## src/rtl/sync_fifo_if.sv

```systemverilog
// rtl/sync_fifo_if.sv - handshake, data and status bundle for sync_fifo
interface sync_fifo_if #(
  parameter int SIZE_BITS = 7,
  parameter int WIDTH     = 8
);
  logic                 nwr;
  logic                 nrd;
  logic                 nclr;
  logic [WIDTH-1:0]     data_in;
  logic [WIDTH-1:0]     data_out;
  logic                 full;
  logic                 empty;
  logic                 almost_full;
  logic                 almost_empty;
  logic [SIZE_BITS:0]   level;
  logic                 overflow;
  logic                 underflow;

  // Producer/consumer side: drives requests and write data, observes status
  modport master (
    output nwr, nrd, nclr, data_in,
    input  data_out, full, empty, almost_full, almost_empty, level, overflow, underflow
  );

  // FIFO side
  modport slave (
    input  nwr, nrd, nclr, data_in,
    output data_out, full, empty, almost_full, almost_empty, level, overflow, underflow
  );
endinterface

```

## src/rtl/sync_fifo.sv

```systemverilog
// rtl/sync_fifo.sv - single-clock FIFO with registered or fall-through read
module sync_fifo #(
  parameter int SIZE_BITS = 7,
  parameter int WIDTH     = 8,
  parameter int FWFT      = 0,
  parameter int AF_LEVEL  = (1 << SIZE_BITS) - 1,
  parameter int AE_LEVEL  = 1
) (
  input  logic          clk,
  input  logic          nrst,
  sync_fifo_if.slave    bus
);
  localparam int                 DEPTH   = 1 << SIZE_BITS;
  localparam logic [SIZE_BITS:0] DEPTH_L = (SIZE_BITS+1)'(DEPTH);
  localparam logic [SIZE_BITS:0] AF_L    = (SIZE_BITS+1)'(AF_LEVEL);
  localparam logic [SIZE_BITS:0] AE_L    = (SIZE_BITS+1)'(AE_LEVEL);

  logic [WIDTH-1:0]     mem [DEPTH];
  logic [SIZE_BITS-1:0] w_ptr_q, w_ptr_d;
  logic [SIZE_BITS-1:0] r_ptr_q, r_ptr_d;
  logic [SIZE_BITS:0]   level_q, level_d;
  logic [WIDTH-1:0]     dout_q, dout_d;
  logic                 ovf_q, ovf_d;
  logic                 unf_q, unf_d;
  logic                 full, empty;
  logic                 wr_req, rd_req, wr_en, rd_en;

  // Acceptance uses only the pre-edge flags, so a same-edge read never frees room for a write
  always_comb begin
    full   = (level_q == DEPTH_L);
    empty  = (level_q == '0);
    wr_req = ~bus.nwr;
    rd_req = ~bus.nrd;
    wr_en  = wr_req & ~full;
    rd_en  = rd_req & ~empty;
  end

  // Next-state for pointers, level, registered read data and sticky error flags
  always_comb begin
    w_ptr_d = w_ptr_q;
    r_ptr_d = r_ptr_q;
    level_d = level_q;
    dout_d  = dout_q;
    ovf_d   = ovf_q;
    unf_d   = unf_q;

    if (wr_en) w_ptr_d = w_ptr_q + 1'b1;
    if (rd_en) r_ptr_d = r_ptr_q + 1'b1;

    case ({wr_en, rd_en})
      2'b10:   level_d = level_q + 1'b1;
      2'b01:   level_d = level_q - 1'b1;
      default: level_d = level_q;
    endcase

    if (FWFT == 0 && rd_en) dout_d = mem[r_ptr_q];

    // A fresh error wins over a clear in the same cycle
    if (wr_req && full)  ovf_d = 1'b1;
    else if (!bus.nclr)  ovf_d = 1'b0;
    if (rd_req && empty) unf_d = 1'b1;
    else if (!bus.nclr)  unf_d = 1'b0;
  end

  // Control state register with asynchronous clear
  always_ff @(posedge clk or negedge nrst) begin
    if (!nrst) begin
      w_ptr_q <= '0;
      r_ptr_q <= '0;
      level_q <= '0;
      dout_q  <= '0;
      ovf_q   <= 1'b0;
      unf_q   <= 1'b0;
    end else begin
      w_ptr_q <= w_ptr_d;
      r_ptr_q <= r_ptr_d;
      level_q <= level_d;
      dout_q  <= dout_d;
      ovf_q   <= ovf_d;
      unf_q   <= unf_d;
    end
  end

  // Storage array; contents are deliberately not reset
  always_ff @(posedge clk) begin
    if (wr_en) mem[w_ptr_q] <= bus.data_in;
  end

  // Fall-through mode shows the head entry directly; zero while empty keeps reset output at 0
  generate
    if (FWFT != 0) begin : g_fwft
      assign bus.data_out = empty ? '0 : mem[r_ptr_q];
    end else begin : g_reg
      assign bus.data_out = dout_q;
    end
  endgenerate

  assign bus.full         = full;
  assign bus.empty        = empty;
  assign bus.almost_full  = (level_q >= AF_L);
  assign bus.almost_empty = (level_q <= AE_L);
  assign bus.level        = level_q;
  assign bus.overflow     = ovf_q;
  assign bus.underflow    = unf_q;
endmodule

```

## src/flat_wrapper.sv

```systemverilog
// flat-port wrapper written by rule: the top's interface ports become plain ports
module sync_fifo_flat 
#(
  parameter int SIZE_BITS = 7,
  parameter int WIDTH     = 8,
  parameter int FWFT      = 0,
  parameter int AF_LEVEL  = (1 << SIZE_BITS) - 1,
  parameter int AE_LEVEL  = 1
)
  (clk, nrst, bus_nwr, bus_nrd, bus_nclr, bus_data_in, bus_data_out, bus_full, bus_empty, bus_almost_full, bus_almost_empty, bus_level, bus_overflow, bus_underflow);
  sync_fifo_if #(.SIZE_BITS(SIZE_BITS), .WIDTH(WIDTH)) bus_i ();
  input  logic clk;
  input  logic nrst;
  input wire logic [$bits(bus_i.nwr)-1:0] bus_nwr;
  input wire logic [$bits(bus_i.nrd)-1:0] bus_nrd;
  input wire logic [$bits(bus_i.nclr)-1:0] bus_nclr;
  input wire logic [$bits(bus_i.data_in)-1:0] bus_data_in;
  output wire logic [$bits(bus_i.data_out)-1:0] bus_data_out;
  output wire logic [$bits(bus_i.full)-1:0] bus_full;
  output wire logic [$bits(bus_i.empty)-1:0] bus_empty;
  output wire logic [$bits(bus_i.almost_full)-1:0] bus_almost_full;
  output wire logic [$bits(bus_i.almost_empty)-1:0] bus_almost_empty;
  output wire logic [$bits(bus_i.level)-1:0] bus_level;
  output wire logic [$bits(bus_i.overflow)-1:0] bus_overflow;
  output wire logic [$bits(bus_i.underflow)-1:0] bus_underflow;
  assign bus_i.nwr = bus_nwr;
  assign bus_i.nrd = bus_nrd;
  assign bus_i.nclr = bus_nclr;
  assign bus_i.data_in = bus_data_in;
  assign bus_data_out = bus_i.data_out;
  assign bus_full = bus_i.full;
  assign bus_empty = bus_i.empty;
  assign bus_almost_full = bus_i.almost_full;
  assign bus_almost_empty = bus_i.almost_empty;
  assign bus_level = bus_i.level;
  assign bus_overflow = bus_i.overflow;
  assign bus_underflow = bus_i.underflow;
  sync_fifo #(.SIZE_BITS(SIZE_BITS), .WIDTH(WIDTH), .FWFT(FWFT), .AF_LEVEL(AF_LEVEL), .AE_LEVEL(AE_LEVEL)) u_core (.clk(clk), .nrst(nrst), .bus(bus_i));
endmodule
```

## config.mk

```make
export PLATFORM = sky130hd
export DESIGN_NAME = sync_fifo_flat
export DESIGN_NICKNAME = d
export VERILOG_FILES = /design/src/rtl/sync_fifo_if.sv /design/src/rtl/sync_fifo.sv /design/src/flat_wrapper.sv
export SDC_FILE = /design/constraint.sdc
export NUM_CORES = 1
export LEC_CHECK = 0
export CORE_MARGIN = 5
export CORE_UTILIZATION = 50
export DETAILED_ROUTE_END_ITERATION = 7
export HOLD_SLACK_MARGIN = 0.1
export PLACE_DENSITY_LB_ADDON = 0.15
export SLEW_MARGIN = 20
export SYNTH_ARGS = -nofsm -noshare
export SYNTH_HDL_FRONTEND = slang
export SYNTH_SLANG_ARGS = --single-unit
```

## constraint.sdc

```tcl
create_clock -name clk -period 2.5 [get_ports clk]
set_input_delay 0.25 -clock clk [delete_from_list [all_inputs] [get_ports clk]]
set_output_delay 0.25 -clock clk [all_outputs]
set_load 0.1 [all_outputs]
```

# Word level (Yosys, flattened, before mapping)
# Memories as Yosys holds them, arrays and structs flattened. A register that Yosys moved wholly into a read port is not among the register bits.
# Index checks and enable logic that the tools add are counted.
# Widths: inputs -> output; s select.
# totals
out_inout_bits	22
ff_bits	24
memories	1
ramBits	1024
# classes
eq_ne	5
mux	6
n_addsub	4
bitwise_logic	6
n_reduce_logical	5
magnitude_cmp	2
# mem_list
name	depth	word_bits	read_ports	rd_ports_with_merged_regs	wr	line	text
u_core.mem	128	8	1	1	1	sync_fifo.sv:18	logic [WIDTH-1:0] mem [DEPTH];
# op_table
cell	n
$pmux 8 s2	1
$add 7x1->7 const B	2
$add 8x1->8 const B	1
$eq 8x8->1 const B	1
$ge 8x7->1 const B	1
$le 8x1->1 const B	1
$logic_not 8->1	1
$sub 8x1->8 const B	1
$mux 1	5
$ne 2x1->1 const B	2
$not 1->1	4
$and 1x1->1	2
$eq 2x1->1 const B	1
$eq 2x2->1 const B	1
$logic_and 1x1->1	2
$reduce_bool 2->1	1
$logic_not 1->1	1

# Logic depth before layout (Yosys ltp)
# depth
depth_word	5
depth_mapped	11

# Worst setup path after synthesis
# Ideal clock, no wire load.
# synth_path
path_type	register to register
start	register u_core.level_q[1] (netlist: u_core.bus.level[1])
end	memory u_core.mem[127][0] (enable)
slack_ps	-1005
stages_incl_launch_ff	10
arrival_time_ps	3134
path_cell_list	dfrtp_1 > inv_1 > ha_1 > nor4b_2 > a31oi_1 > and2_0 > clkbuf_1 > nand3_1 > buf_2 > nor2_1
# synth_between
elab_chain_cells	5
# synth_lines
item	line	text
start: declaration	sync_fifo.sv:21	logic [SIZE_BITS:0] level_q, level_d;
start signal: assignment	sync_fifo.sv:77	level_q <= level_d;
$eq 8x8->1	sync_fifo.sv:30	full = (level_q == DEPTH_L);
$not 1->1	sync_fifo.sv:34	wr_en = wr_req & ~full;
$and 1x1->1	sync_fifo.sv:34	
$mux 1	sync_fifo.sv:86	if (wr_en) mem[w_ptr_q] <= bus.data_in;
$mux 1 (implied by the code)	sync_fifo.sv:86	
end: declaration	sync_fifo.sv:18	
# No other way between the ends.

==> impl_metrics.yaml <==
grt:
  grt_antenna_before_repair: 0
  grt_pass1_vias: 22610
  grt_max_degree: 89
  grt_use_met2: 0.3887
  use_met3: 0.03934
  gr-usage-all-layers: 0.2374
  grt_use_met1: 0.3395
  grt_first_pass_wirelength_mm: 155.4
  grt_overflow: 0
  grt-busiest-layer: "met2"
die:
  die_w_um: 297.5
  rows: 105
  ios: 35
  die_y_um: 297.5
  initial_core_util: 0.5042
  die_area_sq_um: 88520
  core_sq_um: 81980
clock_network:
  path_clk_slew_ns: 0.06
  cts_made_buffers: 104
  clk_latency_ns: 0.67
  cts_tree: "built"
  cts_root_buffer: "clkbuf_16"
  clock_path_buffers: 3
  cts_sinks: 1056
  ctsHtreeMaxLevel: 3
setup_path:
  critPathMaxFanout: 6
  critPathMaxStageDelay_ns: 0.52
  rr_startpoint: "u_core.r_ptr_q[0]"
  start_kind: "register"
  critical_path.cell_chain: "buf_12 -> buf_6 -> mux4_2 -> mux4_2 -> or2_4 -> a311oi_2 -> buf_4 -> nor3_2"
  crit_start: "u_core.r_ptr_q[0]"
  crit_top_cell: "mux4_2"
  cp-end-kind: "register"
  arrival_ns: 3.09
  required_ns: 3.06
  criticalPathCategory: "register to register"
  critPathSlowestCell: "dfrtp_4"
finish:
  final_util: 0.6175
  drive_gt1_frac: 0.3346
  design_area_sq_um: 50620
  areaGrowthSynthToFinish_pct: 22.46
  finalNonFillerCells: 3688
  antenna_cells: 0
  nNetsFinal: 2553
  fillers: 5803
sta:
  post-route-period-util: 1.014
  drv_slew: 0
  rsz0062_at_grt: "yes"
  max_slew_margin: 0.3331
  hold_slack_ns: 0.1849
  timing.fmax_ghz: 0.3945
  setup_viol: 4
  clock_skew_ns: 0.02819
  hold_violations: 0
  worstMarginPinSlew_ns: 0.9972
  fin_ws_ns: -0.03509
  period_minus_slack_ns: 2.535
route:
  wire_per_inst_um: 29.03
  dr.first_iter.drc_count: 2312
  drc: 0
  vias: 22280
  dr.pass1.iters: 5
  routed_wl_mm: 107.1
  vias_per_cell: 6.041
  final_antenna_net_count: 0
flow_run:
  max_cap_viol_count: 0
yosys:
  syn-num-nets: 2197
  yosys.area.top_type_share: 0.7439
  synth_top_area_cell: "edfxtp_1"
  synthArstFlopShare: 0.03030
  seq_area_frac_synth: 0.7633
  yosys_warnings: 0
  yosysMostFrequentCell: "edfxtp_1"
  syn_area_per_cell_sq_um: 18.98
  yosys-top-cells-count: "edfxtp_1, mux2i_1, nor2_1"
  synth_edf_count: 1024
  synth-seq-cells: 1056
  synth-main-ff-cell: "edfxtp_1"
  synth_cell_types: 48
  synth_area_leaders: "edfxtp_1, mux4_2, mux2i_1, dfrtp_1, nor2_1"
  synthesis.area_sq_um: 41330
  netlist_instances: 2178
run_status:
  status: "finished with violations"
  violations: "negative setup slack"
pwr:
  power_mw: 55.71
  vdd_drop_max_mv: 0.8813
  leakage_nw: 16.80
  power.density_nw_per_um2: 1101
worst_hold_path:
  holdCritStartpoint: "bus_nclr"
  hp-class: "input port to register"
place:
  dp_hpwl_mm: 70.59
  dpl.cell_count: 3452
  globalplace.congestion: 0.8833
  portBuffers: 34
  placed_cell_area_sq_um: 46230
## final timing paths
check                                               to  slack, ns  cells after the start
worst max-delay path            u_core.bus.data_out[5]      -0.04                      8
worst min-delay path              u_core.bus.underflow       0.18                      3
worst max register to register  u_core.bus.data_out[5]      -0.04                      8
worst min register to register    u_core.bus.underflow       0.50                      2
max in group asynchronous       u_core.bus.data_out[7]       1.06                      3
min in group asynchronous          u_core.bus.level[3]       0.69                      2
## cell usage in the layout, fill, tap and decap left out, types with 7 or more instances in the layout
cell / netlist / routed
buf_4: 15 / 263
a31oi_1: 9 / 7
a221oi_1: 13 / 9
edfxtp_1: 1024 / 1024
buf_12: 0 / 78
dlygate4sd3_1: 0 / 8
clkbuf_16: 0 / 111
and2_1: 6 / 7
dfrtp_1: 32 / 22
mux2i_1: 218 / 212
xor2_1: 10 / 10
a22oi_1: 56 / 45
clkinv_2: 0 / 20
nand2_1: 84 / 76
mux2_2: 15 / 15
a21oi_1: 57 / 51
o21ai_1: 0 / 13
a22oi_2: 0 / 11
mux4_2: 151 / 151
clkinv_1: 0 / 24
nor2_2: 0 / 34
nand3_1: 32 / 27
bufinv_16: 0 / 11
o21ai_0: 37 / 23
nor3_1: 12 / 9
o22ai_1: 33 / 33
o221ai_1: 15 / 15
nor2_1: 153 / 37
buf_6: 5 / 8
nor2b_1: 15 / 14
nand4_1: 14 / 14
clkbuf_1: 40 / 17
xnor2_1: 10 / 10
nor2_4: 0 / 82
## final cells by class
cell class              count  area (sq um)  share of cell area
flip-flops and latches   1056         31580              0.6238
multi-input cells         992         10210              0.2017
inverters                   7         35.03           0.0006921
clock buffers             124          2719             0.05371
repair buffers            373          4049             0.07999
clock inverters            66         690.7             0.01364
well taps                1070          1339             0.02645
## metrics by stage
step | setup WS [ns] | setup TNS, ns
3_3_place_gp | -0.2279 | -15.88
4_1_cts | -0.06185 | -0.1884
3_5_place_dp | -0.2535 | -17.21
2_1_floorplan | -0.07423 | -18.80
6_report | -0.03509 | -0.09729
5_1_grt | -0.09341 | -0.3681
## cell families after synthesis
kind of cell | synth area share
flops | 0.7633
buf+inv | 0.01613
mux | 0.1398
simple gates | 0.03542
xor+xnor | 0.004238
compound gates | 0.03932
fa+ha+maj | 0.001816
## metal layers
metal	vias up	part of all wire
met5	-	0
met4	0	0.019
met3	139	0.070
met2	920	0.49
met1	11660	0.42
li1	9562	-
## worst max-delay path: cells and delay by family, from the launching register on
kind | cells | cell delay [ns]
multiplexers | 2 | 0.90
buffers and inverters | 3 | 0.44
AO/OA/AOI/OAI | 1 | 0.27
AND/OR/NAND/NOR | 2 | 0.31
flip-flops | 1 | 0.52
## sequential cells by signal (all words and copies together) (netlist names)
name                  count
u_core.bus.underflow      1
u_core.bus.level          8
u_core.r_ptr_q            7
u_core.bus.data_out       8
u_core.mem             1024
u_core.bus.overflow       1
u_core.w_ptr_q            7
## repair_timing
item,4_1_cts,5_1_grt
pin swaps,7,22
buffers inserted,8,23
gates resized for setup,48,65
endpoints found under the setup margin,316,223
cloned,2,6
endpoints found under the hold margin,142,0
hold buffers,8,0
## report_power, final
| part | switching (mW) | total, mW | internal, mW |
|---|---|---|---|
| combinational | 11.1 | 19.7 | 8.65 |
| sequential | 0.508 | 20.5 | 20.0 |
| clock | 6.59 | 15.5 | 8.92 |
(Power assumes the default switching activity.)
